File: src/rtl/cpu_control_unit.sv
// cpu_control_unit
//   Fetch/decode/execute sequencer for the 16-bit accumulator CPU. Owns the
//   architectural registers PC, IR and AC. Drives a synchronous-read memory
//   (read data valid one cycle after the address) and feeds an external
//   combinational ALU with its opcode and operands.
//
// Parameters
//   RESET_PC         PC value loaded on reset
//   HALT_ON_ILLEGAL  1: reserved opcode halts and sets illegal; 0: treated as NOP
//
// Ports
//   clk, reset            clock (rising edge), asynchronous active-high reset
//   run                   start request, sampled only in IDLE
//   mem_addr/wdata/we     memory address, write data (= ac), write strobe
//   mem_rdata             registered memory read data
//   alu_op/alu_a/alu_b    ALU opcode (ir[14:11]), operand1 (ac), operand2 (mem_rdata)
//   alu_result            ALU result
//   pc, ir, ac            architectural registers
//   busy, halted          status: executing / parked in HALT
//   illegal               sticky reserved-opcode flag
//   retired               (only with CU_RETIRE_COUNT_EN) retired-instruction count
//
// Build option: define CU_RETIRE_COUNT_EN to add the 32-bit retired counter.
//
// state   | meaning
// IDLE    | waiting for run; mem_addr = pc
// FETCH   | pc presented to memory; pc increments
// LOAD_IR | instruction word captured into ir
// DECODE  | control ops execute; store strobe; operand address presented
// OPERAND | ac takes loaded data or ALU result
// HALT    | terminal until reset

module cpu_control_unit #(
  parameter logic [15:0] RESET_PC        = 16'h0000,
  parameter bit          HALT_ON_ILLEGAL = 1'b1
) (
  input  logic        clk,
  input  logic        reset,
  input  logic        run,
  output logic [15:0] mem_addr,
  output logic [15:0] mem_wdata,
  output logic        mem_we,
  input  logic [15:0] mem_rdata,
  output logic [3:0]  alu_op,
  output logic [15:0] alu_a,
  output logic [15:0] alu_b,
  input  logic [15:0] alu_result,
  output logic [15:0] pc,
  output logic [15:0] ir,
  output logic [15:0] ac,
  output logic        busy,
  output logic        halted,
  output logic        illegal
`ifdef CU_RETIRE_COUNT_EN
  ,
  output logic [31:0] retired
`endif
);

  typedef enum logic [2:0] {
    S_IDLE,
    S_FETCH,
    S_LOAD_IR,
    S_DECODE,
    S_OPERAND,
    S_HALT
  } state_t;

  localparam logic [2:0] OP_HALT  = 3'd0;
  localparam logic [2:0] OP_LOAD  = 3'd1;
  localparam logic [2:0] OP_STORE = 3'd2;
  localparam logic [2:0] OP_JUMP  = 3'd3;
  localparam logic [2:0] OP_JUMPZ = 3'd4;
  localparam logic [2:0] OP_LOADI = 3'd5;
  localparam logic [2:0] OP_NOP   = 3'd6;
  localparam logic [2:0] OP_RSVD  = 3'd7;
  localparam logic [3:0] ALU_DIV  = 4'b0011;

  state_t      state, state_nxt;
  logic [15:0] pc_nxt, ir_nxt, ac_nxt;
  logic        illegal_nxt;

  logic        is_alu;
  logic [2:0]  ctl_op;
  logic [15:0] a12_addr;
  logic [15:0] alu_addr;

  assign is_alu   = ir[15];
  assign ctl_op   = ir[14:12];
  assign a12_addr = {4'b0, ir[11:0]};
  assign alu_addr = {5'b0, ir[10:0]};

  assign alu_op    = ir[14:11];
  assign alu_a     = ac;
  assign alu_b     = mem_rdata;
  assign mem_wdata = ac;
  assign busy      = (state != S_IDLE) && (state != S_HALT);
  assign halted    = (state == S_HALT);

  always_ff @(posedge clk or posedge reset) begin
    if (reset) begin
      state   <= S_IDLE;
      pc      <= RESET_PC;
      ir      <= '0;
      ac      <= '0;
      illegal <= 1'b0;
    end else begin
      state   <= state_nxt;
      pc      <= pc_nxt;
      ir      <= ir_nxt;
      ac      <= ac_nxt;
      illegal <= illegal_nxt;
    end
  end

  // mem_we is decoded from state, so an asynchronous reset during a store
  // decode removes the strobe before the write edge.
  always_comb begin
    state_nxt   = state;
    pc_nxt      = pc;
    ir_nxt      = ir;
    ac_nxt      = ac;
    illegal_nxt = illegal;
    mem_addr    = pc;
    mem_we      = 1'b0;
    case (state)
      S_IDLE: begin
        if (run) state_nxt = S_FETCH;
      end
      S_FETCH: begin
        pc_nxt    = pc + 16'd1;
        state_nxt = S_LOAD_IR;
      end
      S_LOAD_IR: begin
        ir_nxt    = mem_rdata;
        state_nxt = S_DECODE;
      end
      S_DECODE: begin
        if (is_alu) begin
          mem_addr  = alu_addr;
          state_nxt = S_OPERAND;
        end else begin
          state_nxt = S_FETCH;
          case (ctl_op)
            OP_HALT:  state_nxt = S_HALT;
            OP_LOAD: begin
              mem_addr  = a12_addr;
              state_nxt = S_OPERAND;
            end
            OP_STORE: begin
              mem_addr = a12_addr;
              mem_we   = 1'b1;
            end
            OP_JUMP:  pc_nxt = a12_addr;
            OP_JUMPZ: if (ac == 16'h0000) pc_nxt = a12_addr;
            OP_LOADI: ac_nxt = a12_addr;
            OP_NOP:   ;
            default: begin
              if (HALT_ON_ILLEGAL) begin
                illegal_nxt = 1'b1;
                state_nxt   = S_HALT;
              end
            end
          endcase
        end
      end
      S_OPERAND: begin
        state_nxt = S_FETCH;
        if (!is_alu)
          ac_nxt = mem_rdata;
        else if (alu_op == ALU_DIV && mem_rdata == 16'h0000)
          ac_nxt = 16'hFFFF;   // divide guard: ALU output is not trusted here
        else
          ac_nxt = alu_result;
      end
      S_HALT: ;
      default: state_nxt = S_IDLE;
    endcase
  end

`ifdef CU_RETIRE_COUNT_EN
  // Reserved opcodes never retire, even when they fall through as a NOP.
  logic retire;
  assign retire = (state_nxt == S_FETCH) &&
                  ((state == S_OPERAND) || (state == S_DECODE && ctl_op != OP_RSVD));

  always_ff @(posedge clk or posedge reset) begin
    if (reset)       retired <= '0;
    else if (retire) retired <= retired + 32'd1;
  end
`endif

endmodule

File: config.mk
export PLATFORM = sky130hd
export DESIGN_NAME = cpu_control_unit
export DESIGN_NICKNAME = d
export VERILOG_FILES = /design/src/rtl/cpu_control_unit.sv
export SDC_FILE = /design/constraint.sdc
export NUM_CORES = 1
export LEC_CHECK = 0
export BUFFER_PORTS_ARGS = -buffer_cell sky130_fd_sc_hd__buf_2
export CELL_PAD_IN_SITES_DETAIL_PLACEMENT = 1
export CELL_PAD_IN_SITES_GLOBAL_PLACEMENT = 1
export CORE_MARGIN = 4
export CORE_UTILIZATION = 38
export DETAILED_ROUTE_END_ITERATION = 7
export MAX_ROUTING_LAYER = met4
export PLACE_DENSITY = 0.82
export RECOVER_POWER = 25
export SYNTH_ARGS = -nofsm -noshare
export SYNTH_HDL_FRONTEND = slang
export SYNTH_SLANG_ARGS = --single-unit
File: constraint.sdc
create_clock -name clk -period 3.7 [get_ports clk]
set_input_delay 0.37 -clock clk [delete_from_list [all_inputs] [get_ports clk]]
set_output_delay 0.37 -clock clk [all_outputs]
set_load 0.02 [all_outputs]
==> impl_metrics.csv <==
group,metric,value,unit
run_status,status,"completed",
critical_path,timing.rr.end,"ac[14]",
final_layout,layout_common_cells,"150 x buf_2, 52 x dfrtp_1, 40 x mux2_2",
logic_synthesis,avgSynthCellArea,9.86,um2
floorplanning,io_pins,155,
critical_path,r2r-start,"state[0]",
route,avgRoutedWirePerCell,20.4,um
timing,max-slew-margin-rel,33.3,%
critical_path,path_cells,"nor2b_1 > nor2b_1 > o31ai_4 > mux2_2 > buf_2",
critical_path,crit_path_frequent_cell,"nor2b_1",
final_layout,fillCellCount,1129,
critical_path,critPathMaxFanout,16,
cts,cts_tree,"done",
global_route,grt_pass1_vias,3339,
critical_path,critPathRequiredTime,3.33,ns
floorplanning,num_rows,35,
final_layout,drive_above_1_share,46.7,%
cts,hold_buffers,0,
route,wl,12.1,mm
placement,placed_area,4150,um2
floorplanning,die_h,106,um
global_route,grt_overflow,0,
floorplanning,fp.coreArea,9330,um2
critical_path,worstPathBufferInverterCount,1,
cts,clk_latency,0.30,ns
placement,io_buffers,154,
final_layout,final_area,4270,um2
floorplanning,initial_utilization,39.3,%
final_layout,diodes,0,
final_layout,fin_nets,499,
cts,clk_pin_slew,0.09,ns
global_route,grt_pass1_wl,18.9,mm
power_and_ir_drop,cellPowerDensity,1070,nW/um2
timing,rsz0062_at_grt,"false",
timing,finalSetupViolCount,0,
critical_path,crit_type,"flip-flop to output pin",
logic_synthesis,synth-async-reset-ratio,100,%
timing,worstMarginPinSlew,0.995,ns
placement,gp_congestion,0.796,
route,viasPerCell,5.60,
global_route,grt_max_degree,53,
critical_path,max_stage_delay,0.73,ns
route,drt_iter0_markers,290,
worst_hold_path,worstHoldPathType,"input pin to async pin",
logic_synthesis,synth_edf_count,0,
timing,finalCritPeriodShare,79.9,%
logic_synthesis,synthCells,372,
critical_path,r2r_cells,5,
power_and_ir_drop,p_leak,2.01,nW
route,ant_nets,0,
critical_path,r2r_slack,1.36,ns
final_layout,area_delta_synth_final,16.5,%
timing,hold_viol,0,
logic_synthesis,synth_cell_types,55,
cts,post-cts-setup-buffer-count,0,
global_route,antenna_found_initial,0,
cts,cts_resized,0,
global_route,grt.total_usage,21.4,%
logic_synthesis,ys_seq_area_share,35.5,%
route,via_count,3313,
critical_path,cp_slowest_cell,"o31ai_4",
critical_path,path_delay_family,"compound AO/OA/AOI/OAI gates",
critical_path,worstPathArrival,2.59,ns
power_and_ir_drop,peakVddDrop,0.000410,V
timing,fin_skew,0.00591,ns
cts,cts_buffers,5,
timing,hold_slack,0.248,ns
timing,drv_slew,0,
cts,cts_buffer_depth,2,
critical_path,end_kind,"output pin",
timing,min_period,2.96,ns
cts,root_buffer,"clkbuf_8",
logic_synthesis,synth_nets,408,
logic_synthesis,yosys_register_bits,52,
logic_synthesis,synth_top_flop_cell,"dfrtp_1",
route,firstDrtPassIters,4,
final_layout,layout_commonest_cell,"buf_2",
route,drc,0,
timing,fmax,338,MHz
logic_synthesis,synth_area,3670,um2
floorplanning,die_area,11300,um2
job,maxCapViolCount,0,
critical_path,crit_path_start_kind,"flip-flop",
floorplanning,dieWidth,106,um
cts,cts_sinks,52,
placement,dpl.hpwl,9.08,mm
timing,fin_setup_tns,0,ns
cts,htreeDepth,2,
logic_synthesis,yosys_warnings,0,
-- worst reg2reg max path: stages (launching register included) --
cell and delay (ns):
dfrtp_1 0.56, and3b_1 0.27, buf_4 0.19, a31oi_1 0.82, or2_2 0.29, a22o_1 0.16
-- per-stage QoR --
stage                     utilization [%]  total power, mW  setup WS, ns  cells
after global placement               44.5             4.05          1.16    585
after global routing                 45.8             4.88         0.535    592
after detailed placement             44.5             4.15          1.08    585
after CTS                            45.8             4.62         0.737    592
final                                45.8             4.58         0.742    592
after floorplan                         -             3.43          1.54    372
-- synth_stat cells (all sizes together), types with 4 or more instances --
master | n | area (um2)
a221oi | 5 | 43.8
a211oi | 7 | 52.6
o21ai | 18 | 90.1
and4 | 4 | 35.0
a31oi | 5 | 31.3
dfrtp | 52 | 1300
a22o | 6 | 52.6
o211ai | 4 | 30.0
clkbuf | 12 | 45.0
a22oi | 12 | 90.1
mux2 | 40 | 450
nor4 | 12 | 75.1
nand4 | 9 | 56.3
inv | 7 | 26.3
o21a | 4 | 30.0
nand2 | 9 | 33.8
buf | 66 | 473
a211o | 4 | 35.0
a2bb2oi | 7 | 61.3
nand3 | 17 | 85.1
and2 | 7 | 43.8
a21oi | 4 | 23.8
nor2 | 11 | 41.3
and3 | 5 | 31.3
-- layout make-up --
cell class / instances / area, um2 / share of cell area, %
Multi-Input combinational cell: 234 / 1820 / 42.7
Sequential cell: 52 / 1300 / 30.5
Timing Repair Buffer: 162 / 826 / 19.3
Clock buffer: 5 / 68.8 / 1.61
Clock inverter: 2 / 60.1 / 1.41
Inverter: 8 / 30.0 / 0.703
Tap cell: 129 / 161 / 3.78
-- cells by family (layout without fill, tap and decap cells) --
family	after synthesis	count (layout)	share of synthesized area, %
DFF	52	52	35.5
muxes	41	41	12.6
AOI/OAI and AO/OA	90	90	18.6
xor gates and xnor gates	3	3	0.717
buffers and inverters	86	177	14.9
and+or+nand+nor	99	99	17.4
adders and majority gates	1	1	0.341
-- report_power, final --
| group | total [mW] | internal (mW) | leakage [nW] | switching, mW |
|---|---|---|---|---|
| clock network | 0.459 | 0.267 | 0.0642 | 0.193 |
| logic | 2.76 | 1.07 | 1.32 | 1.69 |
| registers | 1.36 | 0.840 | 0.624 | 0.519 |
| total | 4.58 | 2.18 | 2.01 | 2.40 |
-- worst max-delay path by stage --
stage | from | to | slack [ns] | cells after the start
3_3_place_gp | ir[12] | mem_addr[3] | 1.16 | 5
4_1_cts | ir[12] | mem_addr[3] | 0.74 | 5
2_1_floorplan | ir[12] | mem_addr[10] | 1.54 | 5
6_report | ir[13] | mem_addr[3] | 0.74 | 5
3_5_place_dp | ir[12] | mem_addr[3] | 1.08 | 5
5_1_grt | ir[13] | mem_addr[3] | 0.53 | 5
-- registers in the layout, indices dropped and copies added (netlist names) --
signal and count:
ir 16, illegal 1, ac 16, state 3, pc 16
-- metal layers --
metal | share of wire (%) | GRT usage, % | vias up
met5 | 0 | - | -
met4 | 0.36 | 3.05 | 0
met3 | 7.1 | 4.01 | 4
met2 | 50 | 36.0 | 127
met1 | 43 | 27.6 | 1653
li1 | - | - | 1529
Note: power is estimated with default switching activity, not from simulation.
